### config.mk
export PLATFORM = sky130hd
export DESIGN_NAME = ro_freq_counter_flat
export DESIGN_NICKNAME = d
export VERILOG_FILES = /design/src/rtl/ro_meas_pkg.sv /design/src/rtl/ro_freq_counter_if.sv /design/src/rtl/ro_edge_sync.sv /design/src/rtl/ro_freq_counter.sv /design/src/flat_wrapper.sv
export SDC_FILE = /design/constraint.sdc
export NUM_CORES = 1
export LEC_CHECK = 0
export CORE_MARGIN = 2
export CORE_UTILIZATION = 45
export DETAILED_ROUTE_END_ITERATION = 10
export GPL_TIMING_DRIVEN = 0
export SYNTH_ARGS = -nofsm -noshare
export SYNTH_HDL_FRONTEND = slang
export SYNTH_SLANG_ARGS = --single-unit
export TNS_END_PERCENT = 5
### constraint.sdc
create_clock -name clk -period 2.65 [get_ports clk]
set_clock_uncertainty 0.15 [all_clocks]
set_input_delay 0.265 -clock clk [delete_from_list [all_inputs] [get_ports clk]]
set_output_delay 0.265 -clock clk [all_outputs]
set_load 0.005 [all_outputs]
### src/rtl/ro_meas_pkg.sv
// ro_meas_pkg: shared FSM state type, default widths and the saturating
// increment helper for the ring-oscillator measurement block.
package ro_meas_pkg;

  localparam int unsigned CNT_W_DEF = 16;
  localparam int unsigned WIN_W_DEF = 20;

  typedef enum logic [1:0] {
    StIdle   = 2'd0,
    StSettle = 2'd1,
    StCount  = 2'd2,
    StDone   = 2'd3
  } ro_state_e;

  // Increment val by inc, holding at max_val instead of wrapping.
  function automatic logic [31:0] sat_inc(input logic [31:0] val, input logic [31:0] max_val,
                                          input logic inc);
    logic [31:0] res;
    res = val;
    if (inc && (val < max_val)) res = val + 32'd1;
    return res;
  endfunction

endpackage

### src/rtl/ro_freq_counter_if.sv
// ro_freq_counter_if: host-side control/result signals plus the ring
// oscillator hookup. With RO_FREQ_MINMAX_EN defined it also carries the
// min/max tracking signals.
interface ro_freq_counter_if #(
  parameter int unsigned CNT_W = 16
);
  logic             start;
  logic             stress_req;
  logic             ro_in;
  logic             ro_mode;
  logic             ro_stress;
  logic             busy;
  logic             valid;
  logic [CNT_W-1:0] result;
  logic             ovf;
`ifdef RO_FREQ_MINMAX_EN
  logic             clr_mm;
  logic [CNT_W-1:0] min_res;
  logic [CNT_W-1:0] max_res;

  modport master (
    output start, stress_req, ro_in, clr_mm,
    input  ro_mode, ro_stress, busy, valid, result, ovf, min_res, max_res
  );
  modport slave (
    input  start, stress_req, ro_in, clr_mm,
    output ro_mode, ro_stress, busy, valid, result, ovf, min_res, max_res
  );
`else
  modport master (
    output start, stress_req, ro_in,
    input  ro_mode, ro_stress, busy, valid, result, ovf
  );
  modport slave (
    input  start, stress_req, ro_in,
    output ro_mode, ro_stress, busy, valid, result, ovf
  );
`endif
endinterface

### src/rtl/ro_edge_sync.sv
// ro_edge_sync: two-flop synchronizer for the asynchronous ring output plus
// a third flop for rising-edge detection. Runs continuously.
module ro_edge_sync (
  input  logic clk,
  input  logic rst_n,
  input  logic ro_i,
  output logic rise_o
);
  // sync_q[0], sync_q[1] form the synchronizer; sync_q[2] is the edge-detect delay.
  logic [2:0] sync_q, sync_d;

  // Shift the ring sample through the pipeline.
  always_comb begin
    sync_d = {sync_q[1:0], ro_i};
  end

  // Pipeline registers.
  always_ff @(posedge clk or negedge rst_n) begin
    if (!rst_n) sync_q <= '0;
    else        sync_q <= sync_d;
  end

  assign rise_o = sync_q[1] & ~sync_q[2];

endmodule

### src/rtl/ro_freq_counter.sv
// ro_freq_counter: enables a ring oscillator, lets it settle, counts its
// rising edges over a fixed CLK window and then returns it to stress/hold.
// Optional feature macro: RO_FREQ_MINMAX_EN adds min/max result tracking.
module ro_freq_counter
  import ro_meas_pkg::*;
#(
  parameter int unsigned CNT_W  = CNT_W_DEF,
  parameter int unsigned WIN_W  = WIN_W_DEF,
  parameter int unsigned WINDOW = 4096,
  parameter int unsigned SETTLE = 16
) (
  input logic              clk,
  input logic              rst_n,
  ro_freq_counter_if.slave bus
);
  localparam logic [CNT_W-1:0] CntMax   = '1;
  localparam logic [WIN_W-1:0] SettleLd = WIN_W'(SETTLE - 1);
  localparam logic [WIN_W-1:0] WindowLd = WIN_W'(WINDOW - 1);

  ro_state_e        state_q, state_d;
  logic [WIN_W-1:0] timer_q, timer_d;
  logic [CNT_W-1:0] cnt_q, cnt_d, cnt_inc;
  logic [CNT_W-1:0] result_q, result_d;
  logic             ovf_q, ovf_d;
  logic             stress_q, stress_d;
  logic             rise, accept, last_cnt;
  logic             busy, valid;

  ro_edge_sync u_sync (
    .clk   (clk),
    .rst_n (rst_n),
    .ro_i  (bus.ro_in),
    .rise_o(rise)
  );

  assign accept   = ((state_q == StIdle) || (state_q == StDone)) && bus.start;
  assign last_cnt = (state_q == StCount) && (timer_q == '0);
  assign cnt_inc  = CNT_W'(sat_inc(32'(cnt_q), 32'(CntMax), rise));

  // State register.
  always_ff @(posedge clk or negedge rst_n) begin
    if (!rst_n) state_q <= StIdle;
    else        state_q <= state_d;
  end

  // Next-state logic; START is only honoured while idle or done.
  always_comb begin
    state_d = state_q;
    unique case (state_q)
      StIdle, StDone: if (bus.start) state_d = StSettle;
      StSettle:       if (timer_q == '0) state_d = StCount;
      StCount:        if (timer_q == '0) state_d = StDone;
      default:        state_d = StIdle;
    endcase
  end

  // Outputs decoded from the current state.
  always_comb begin
    busy  = (state_q == StSettle) || (state_q == StCount);
    valid = (state_q == StDone);
  end

  // Timer, edge counter, result capture and ring stress level.
  always_comb begin
    timer_d  = timer_q;
    cnt_d    = cnt_q;
    result_d = result_q;
    ovf_d    = ovf_q;
    if (accept) begin
      timer_d = SettleLd;
      cnt_d   = '0;
      ovf_d   = 1'b0;
    end else if (state_q == StSettle) begin
      timer_d = (timer_q == '0) ? WindowLd : timer_q - 1'b1;
    end else if (state_q == StCount) begin
      cnt_d = cnt_inc;
      // OVF marks an edge lost because the counter was already full.
      if (rise && (cnt_q == CntMax)) ovf_d = 1'b1;
      if (timer_q != '0) timer_d = timer_q - 1'b1;
      if (last_cnt) result_d = cnt_inc;
    end
    // Stress only applies while the ring is parked (idle/done next cycle).
    stress_d = ((state_d == StIdle) || (state_d == StDone)) ? bus.stress_req : 1'b0;
  end

  // Datapath registers.
  always_ff @(posedge clk or negedge rst_n) begin
    if (!rst_n) begin
      timer_q  <= '0;
      cnt_q    <= '0;
      result_q <= '0;
      ovf_q    <= 1'b0;
      stress_q <= 1'b0;
    end else begin
      timer_q  <= timer_d;
      cnt_q    <= cnt_d;
      result_q <= result_d;
      ovf_q    <= ovf_d;
      stress_q <= stress_d;
    end
  end

  assign bus.ro_mode   = busy;
  assign bus.ro_stress = stress_q;
  assign bus.busy      = busy;
  assign bus.valid     = valid;
  assign bus.result    = result_q;
  assign bus.ovf       = ovf_q;

`ifdef RO_FREQ_MINMAX_EN
  logic [CNT_W-1:0] min_q, min_d, max_q, max_d;

  // Track extremes of completed windows; a clear overrides a same-cycle update.
  always_comb begin
    min_d = min_q;
    max_d = max_q;
    if (bus.clr_mm) begin
      min_d = '1;
      max_d = '0;
    end else if (last_cnt) begin
      if (cnt_inc < min_q) min_d = cnt_inc;
      if (cnt_inc > max_q) max_d = cnt_inc;
    end
  end

  // Min/max registers.
  always_ff @(posedge clk or negedge rst_n) begin
    if (!rst_n) begin
      min_q <= '1;
      max_q <= '0;
    end else begin
      min_q <= min_d;
      max_q <= max_d;
    end
  end

  assign bus.min_res = min_q;
  assign bus.max_res = max_q;
`endif

endmodule
### src/flat_wrapper.sv
// flat-port wrapper written by rule: the top's interface ports become plain ports
module ro_freq_counter_flat import ro_meas_pkg::*;
#(
  parameter int unsigned CNT_W  = CNT_W_DEF,
  parameter int unsigned WIN_W  = WIN_W_DEF,
  parameter int unsigned WINDOW = 4096,
  parameter int unsigned SETTLE = 16
)
  (clk, rst_n, bus_start, bus_stress_req, bus_ro_in, bus_ro_mode, bus_ro_stress, bus_busy, bus_valid, bus_result, bus_ovf);
  ro_freq_counter_if #(.CNT_W(CNT_W)) bus_i ();
  input logic clk;
  input logic rst_n;
  input wire logic [$bits(bus_i.start)-1:0] bus_start;
  input wire logic [$bits(bus_i.stress_req)-1:0] bus_stress_req;
  input wire logic [$bits(bus_i.ro_in)-1:0] bus_ro_in;
  output wire logic [$bits(bus_i.ro_mode)-1:0] bus_ro_mode;
  output wire logic [$bits(bus_i.ro_stress)-1:0] bus_ro_stress;
  output wire logic [$bits(bus_i.busy)-1:0] bus_busy;
  output wire logic [$bits(bus_i.valid)-1:0] bus_valid;
  output wire logic [$bits(bus_i.result)-1:0] bus_result;
  output wire logic [$bits(bus_i.ovf)-1:0] bus_ovf;
  assign bus_i.start = bus_start;
  assign bus_i.stress_req = bus_stress_req;
  assign bus_i.ro_in = bus_ro_in;
  assign bus_ro_mode = bus_i.ro_mode;
  assign bus_ro_stress = bus_i.ro_stress;
  assign bus_busy = bus_i.busy;
  assign bus_valid = bus_i.valid;
  assign bus_result = bus_i.result;
  assign bus_ovf = bus_i.ovf;
  ro_freq_counter #(.CNT_W(CNT_W), .WIN_W(WIN_W), .WINDOW(WINDOW), .SETTLE(SETTLE)) u_core (.clk(clk), .rst_n(rst_n), .bus(bus_i));
endmodule
* After elaboration in Yosys (flattened, before gate mapping)
Index checks and enable logic that the tools add are counted.
Word-level totals: word-level logic and storage cells 58, flip-flop bits (word level) 59, output and inout port bits 21, bits of input ports 5
Operators by class: magnitude comparators 1, bitwise gates (word level) 4, equal/unequal tests 6, add/subtract/negate cells 2, muxes and demuxes 18, reductions and logical operators 20
Operator list (count):
- 20-bit two-way mux | 5
- 16-bit two-way mux | 4
- 20-bit zero test | 1
- 20-bit nonzero test | 1
- 20-bit by 1-bit subtractor with 20-bit output, second input constant | 1
- 16-bit by 1-bit adder with 16-bit output, second input constant | 1
- 16-bit equality test, second input constant | 1
- 16-bit less-than comparator, second input constant | 1
- 2-bit equality test, second input constant | 3
- 2-bit two-way mux | 3
- 2-bit case mux with 3 select lines | 1
- 3-bit nonzero test | 2
- 1-bit two-way mux | 5
- 1-bit logical AND | 4
- 2-bit zero test | 2
- 2-bit AND reduction | 2
- 4-bit AND reduction | 1
- 2-bit nonzero test | 2
- 1-bit logical OR | 3
- 1-bit inverter | 3
- 3-bit AND reduction | 1
- 2-bit by 1-bit equality test with 1-bit output, second input constant | 1
- 2-bit by 1-bit inequality test with 1-bit output, second input constant | 1
- 2-bit OR reduction | 1
- 1-bit bitwise AND | 1

* Logic depth before layout (Yosys ltp)
depth after elaboration 7, gate-level depth with buffers 9, mapped depth without buffers 7

* By module
From an unflattened synthesis, not the netlist that was laid out.
Unflattened totals: cells, all modules 371, area, all modules 3365.7 µm²
Modules (own cells, without submodules):
- ro_freq_counter | sequential area each 1401.3 µm², cells an instance 367, instances 1, area an instance 3276.9 µm²
- ro_edge_sync | sequential area each 75.1 µm², cells an instance 4, instances 1, area an instance 88.8 µm²

* Worst setup path after synthesis
Ideal clock, no wire load.
kind flip-flop to flip-flop, from reg u_core.timer_q[0], to reg u_core.timer_q[12], stages on the path, launching flop included 8, required time 2.369 ns, data arrival time 1.940 ns, period minus slack after synthesis 2.220 ns, setup slack 0.430 ns, buffers on the path 0, setup time 0.131 ns, path through dfrtp_1 -> inv_1 -> ha_1 -> or3b_4 -> or4b_4 -> nor3_4 -> a21o_1 -> a31oi_1
Between the ends: cells in the longest elaborated chain, start to end 5, elaborated cells between the ends (all ways) 10, those cells by class add/sub (1); mux (5); reduce/logical (4)
RTL lines:
- start, declared | line ro_freq_counter.sv:21 | logic [WIN_W-1:0] timer_q, timer_d;
- start signal, assigned | line ro_freq_counter.sv:95 | timer_q <= timer_d;
- 20-bit by 1-bit subtractor with 20-bit output | line ro_freq_counter.sv:74, ro_freq_counter.sv:79
- 20-bit two-way mux | line ro_freq_counter.sv:79 | if (timer_q != '0) timer_d = timer_q - 1'b1;
- 20-bit two-way mux | line ro_freq_counter.sv:75 | end else if (state_q == StCount) begin
- 20-bit two-way mux | line ro_freq_counter.sv:73 | end else if (state_q == StSettle) begin
- 20-bit two-way mux | line ro_freq_counter.sv:69 | if (accept) begin
Several ways; a longest one is shown, not always the timed one. The select of a mux whose other input is x is not followed. A chain may end at the register's enable or synchronous reset.

* Worst setup path in the final report
from reg u_core.state_q[0], to out bus_ro_mode
Between the ends: cells in the longest elaborated chain, start to end 2, elaborated cells between the ends (all ways) 3, those cells by class eq/ne (2); reduce/logical (1)
RTL lines:
- start, declared | line ro_freq_counter.sv:20 | ro_state_e state_q, state_d;
- start signal, assigned | line ro_freq_counter.sv:42 | if (!rst_n) state_q <= StIdle;
- start signal, assigned | line ro_freq_counter.sv:43 | else state_q <= state_d;
- 2-bit by 1-bit equality test with 1-bit output or 2-bit equality test (tied branches) | line ro_freq_counter.sv:59 | busy = (state_q == StSettle) || (state_q == StCount);
- 1-bit logical OR * | line ro_freq_counter.sv:59
- end, declared | line flat_wrapper.sv:16 | output wire logic [$bits(bus_i.ro_mode)-1:0] bus_ro_mode;
Every way passes the cells marked *; elsewhere a longest branch is shown, timed or not.

==> results.cfg <==
[power_and_ir_drop]
p_seq_frac = 0.506
leakage_uw = 0.001666
p_int_uw = 1373
p_sw_uw = 414.0
vdd_drop_max_mv = 0.2700
combPwrFrac = 0.019
clockPowerShare = 0.474
p_sw_frac = 0.2317
p_per_area_mw_per_mm2 = 445.2
total_power_uw = 1787

[yosys]
yosys.area.top_type_share = 0.4369
synth.largest_area_cell = dfrtp_1
synth_area_leaders = dfrtp_1 44%, a21oi_1 5.9%, nor2_1 3.9%, a31oi_1 3.7%, o21ai_0 3.3%
synth_edf_count = 0
synth_fp_nets = 374
synth_cell_types = 62
ys_async_sr_fraction = 1.000
synth-seq-area-share = 0.4369
synth_warnings = 0
synth-main-ff-cell = dfrtp_1
synth_area_mm2 = 0.003379
ys_seq_elements = 59
synth_cells = 362
avgSynthCellArea_um2 = 9.336

[status]
status = completed

[sta]
setup_violations = 0
drv_slew = 0
hold_slack_ns = 0.1926
period_share = 0.9484
layout_setup_ws_ns = 0.1368
finalCriticalPeriod_ns = 2.513
tightest_slew_ns = 0.6929
finalHoldViolCount = 0
maxSlewHeadroom = 0.5364
fmax_mhz = 397.9
rsz0062_at_grt = yes

[floorplanning]
die_w_um = 90.66
die_h_um = 90.66
io_pins = 26
fp-row-count = 31
core_mm2 = 0.007253
fp.dieArea_mm2 = 0.008219
start_util = 0.4659

[clock_tree]
cts_buffers = 9
path_clk_slew_ns = 0.07
insertion_delay_ns = 0.35
ctsLongestPathBuffers = 2
cts_root_buf = clkbuf_8
htreeDepth = 3
cts_tree = built
cts_sinks = 59

[detailed_routing]
drc = 0
wl_per_cell_um = 15.18
antenna_left = 0
drt_wl_total_um = 7680
via_per_inst = 5.581
drt_pass1_iterations = 4
num_vias = 2824
drtIter0Drc = 77

[layout]
layout_common_cells = 59 x dfrtp_1, 40 x a21oi_1, 35 x nor2_1
fillerInstances = 701
fin_area_mm2 = 0.004013
final_common_cell = dfrtp_1
n_antenna_cell = 0
nets = 414
area_growth_pct = 18.73
layout-drive-gt1-share = 0.1327

[place]
gp_congestion = 0.8162
io_buffers = 25
dpl_worst_slack_ns = -0.04726
hpwl_um = 5472
placed_cell_area_mm2 = 0.003769

[global_route]
grt_max_degree = 32
grt_pass1_vias = 2580
grt_pass1_wl_um = 12790
antenna_found_initial = 0
grtUsageTotal = 0.1938
grt_overflow_total = 0

[worst_setup_path]
crit_family = buffers and inverters
end_kind = primary output
crit_chain = inv_1 -> ha_1 -> clkbuf_2 -> inv_4 -> buf_4 -> clkdlybuf4s50_1
critPathMaxFanout = 12
arrival_ns = 2.10
required_ns = 2.24
cp-start-kind = flop
slowest_delay_ns = 0.49
crit_slowest_cell = clkdlybuf4s50_1
crit_type = flop to primary output
path_buf_inv = 5

[hold_path]
hp-class = input port to flop

[flow_run]
drv_cap = 0
==> per-layer routing <==
metal | global-route usage | vias up | share of wire
met5 | 0 | - | 0
met4 | 0.06795 | 0 | 0.020
met3 | 0.03756 | 13 | 0.040
met2 | 0.3265 | 56 | 0.48
met1 | 0.2487 | 1326 | 0.46
li1 | - | 1429 | -
==> cells by family (layout without fill, tap and decap cells) <==
| group | count (synthesis) | count (layout) | synth area share |
|---|---|---|---|
| adders and majority gates | 7 | 7 | 0.02592 |
| AOI/OAI and AO/OA | 123 | 123 | 0.2336 |
| and+or+nand+nor | 124 | 124 | 0.2140 |
| buffers and inverters | 30 | 75 | 0.03888 |
| xor gates and xnor gates | 16 | 16 | 0.04146 |
| muxes | 3 | 3 | 0.009256 |
| DFF | 59 | 59 | 0.4369 |
==> cell usage after synthesis (all sizes together) (3+ instances only) <==
cell type  count
inv           16
o31a           3
a21oi         40
and4           3
nor3          14
nand2b         6
or3            7
xor2           4
and3           3
or4            4
a211oi         4
xnor2         12
nor4           4
o31ai          7
clkbuf         5
ha             7
nor2          35
dfrtp         59
a22o           3
a21o           4
nand4          6
o21ai         25
nand2         20
a31oi         20
nand3         10
a311oi         3
buf            9
==> area by class of cell <==
type | instances | area [µm²] | area share
Sequential cell | 59 | 1476 | 0.3679
Timing Repair Buffer | 30 | 297.8 | 0.07421
Clock buffer | 10 | 137.6 | 0.03430
Tap cell | 99 | 123.9 | 0.03087
Multi-Input combinational cell | 273 | 1779 | 0.4434
Buffer | 13 | 70.07 | 0.01746
Inverter | 16 | 62.56 | 0.01559
Clock inverter | 6 | 65.06 | 0.01621
==> metrics by stage <==
step	util	std cells	setup TNS, ns
after detailed placement	0.5196	487	-0.09277
final	0.5532	506	0
after floorplan	-	362	0
after CTS	0.5487	503	0
after global placement	0.5175	486	-45.00
after global routing	0.5532	506	-0.02526
==> worst register-to-register path: cells and delay by family (launching register included) <==
family | cells | cell delay, ns
buffers and inverters | 3 | 0.59
adder cells (fa/ha/maj) | 1 | 0.28
AO/OA/AOI/OAI | 2 | 0.30
flip-flops | 1 | 0.43
AND/OR/NAND/NOR | 3 | 0.67
==> state kept, by name (all words and copies together), names as in the netlist <==
name                  cells
u_core.state_q            2
u_core.bus.result        16
u_core.bus.ovf            1
u_core.cnt_q             16
u_core.bus.ro_stress      1
u_core.u_sync.sync_q      3
u_core.timer_q           20
==> worst paths after layout <==
path,depth (start not counted),from,to,slack [ns]
setup / recovery,6,u_core.state_q[0]$_DFF_PN0_,bus_ro_mode,0.14
hold / removal,1,bus_ro_in,u_core.u_sync.sync_q[0]$_DFF_PN0_,0.19
setup reg to reg,9,u_core.state_q[0]$_DFF_PN0_,u_core.cnt_q[14]$_DFFE_PN0P_,0.15
hold reg to reg,0,u_core.u_sync.sync_q[0]$_DFF_PN0_,u_core.u_sync.sync_q[1]$_DFF_PN0_,0.20
max in group asynchronous,3,rst_n,u_core.timer_q[7]$_DFFE_PN0P_,1.41
min in group asynchronous,2,rst_n,u_core.bus.result[8]$_DFFE_PN0P_,0.34
==> timing repair <==
| action | CTS | global route |
|---|---|---|
| hold buffers | 1 | 0 |
| setup buffers | 0 | 3 |
| gates cloned | 0 | 0 |
| pin swaps | 0 | 1 |
| setup endpoints to repair | 4 | 26 |
| hold endpoints to repair | 30 | 0 |
| gates resized for setup | 3 | 3 |
==> power groups by stage <==
stage | Sequential [µW] | Clock [µW] | Combinational [µW]
finish | 904 | 848 | 34.7
global route | 904 | 910 | 40.9
CTS | 904 | 864 | 36.7
detailed placement | 921 | 0 | 35.6
global placement | 922 | 0 | 32.4
floorplan | 921 | 0 | 5.98
(Power assumes the default switching activity.)
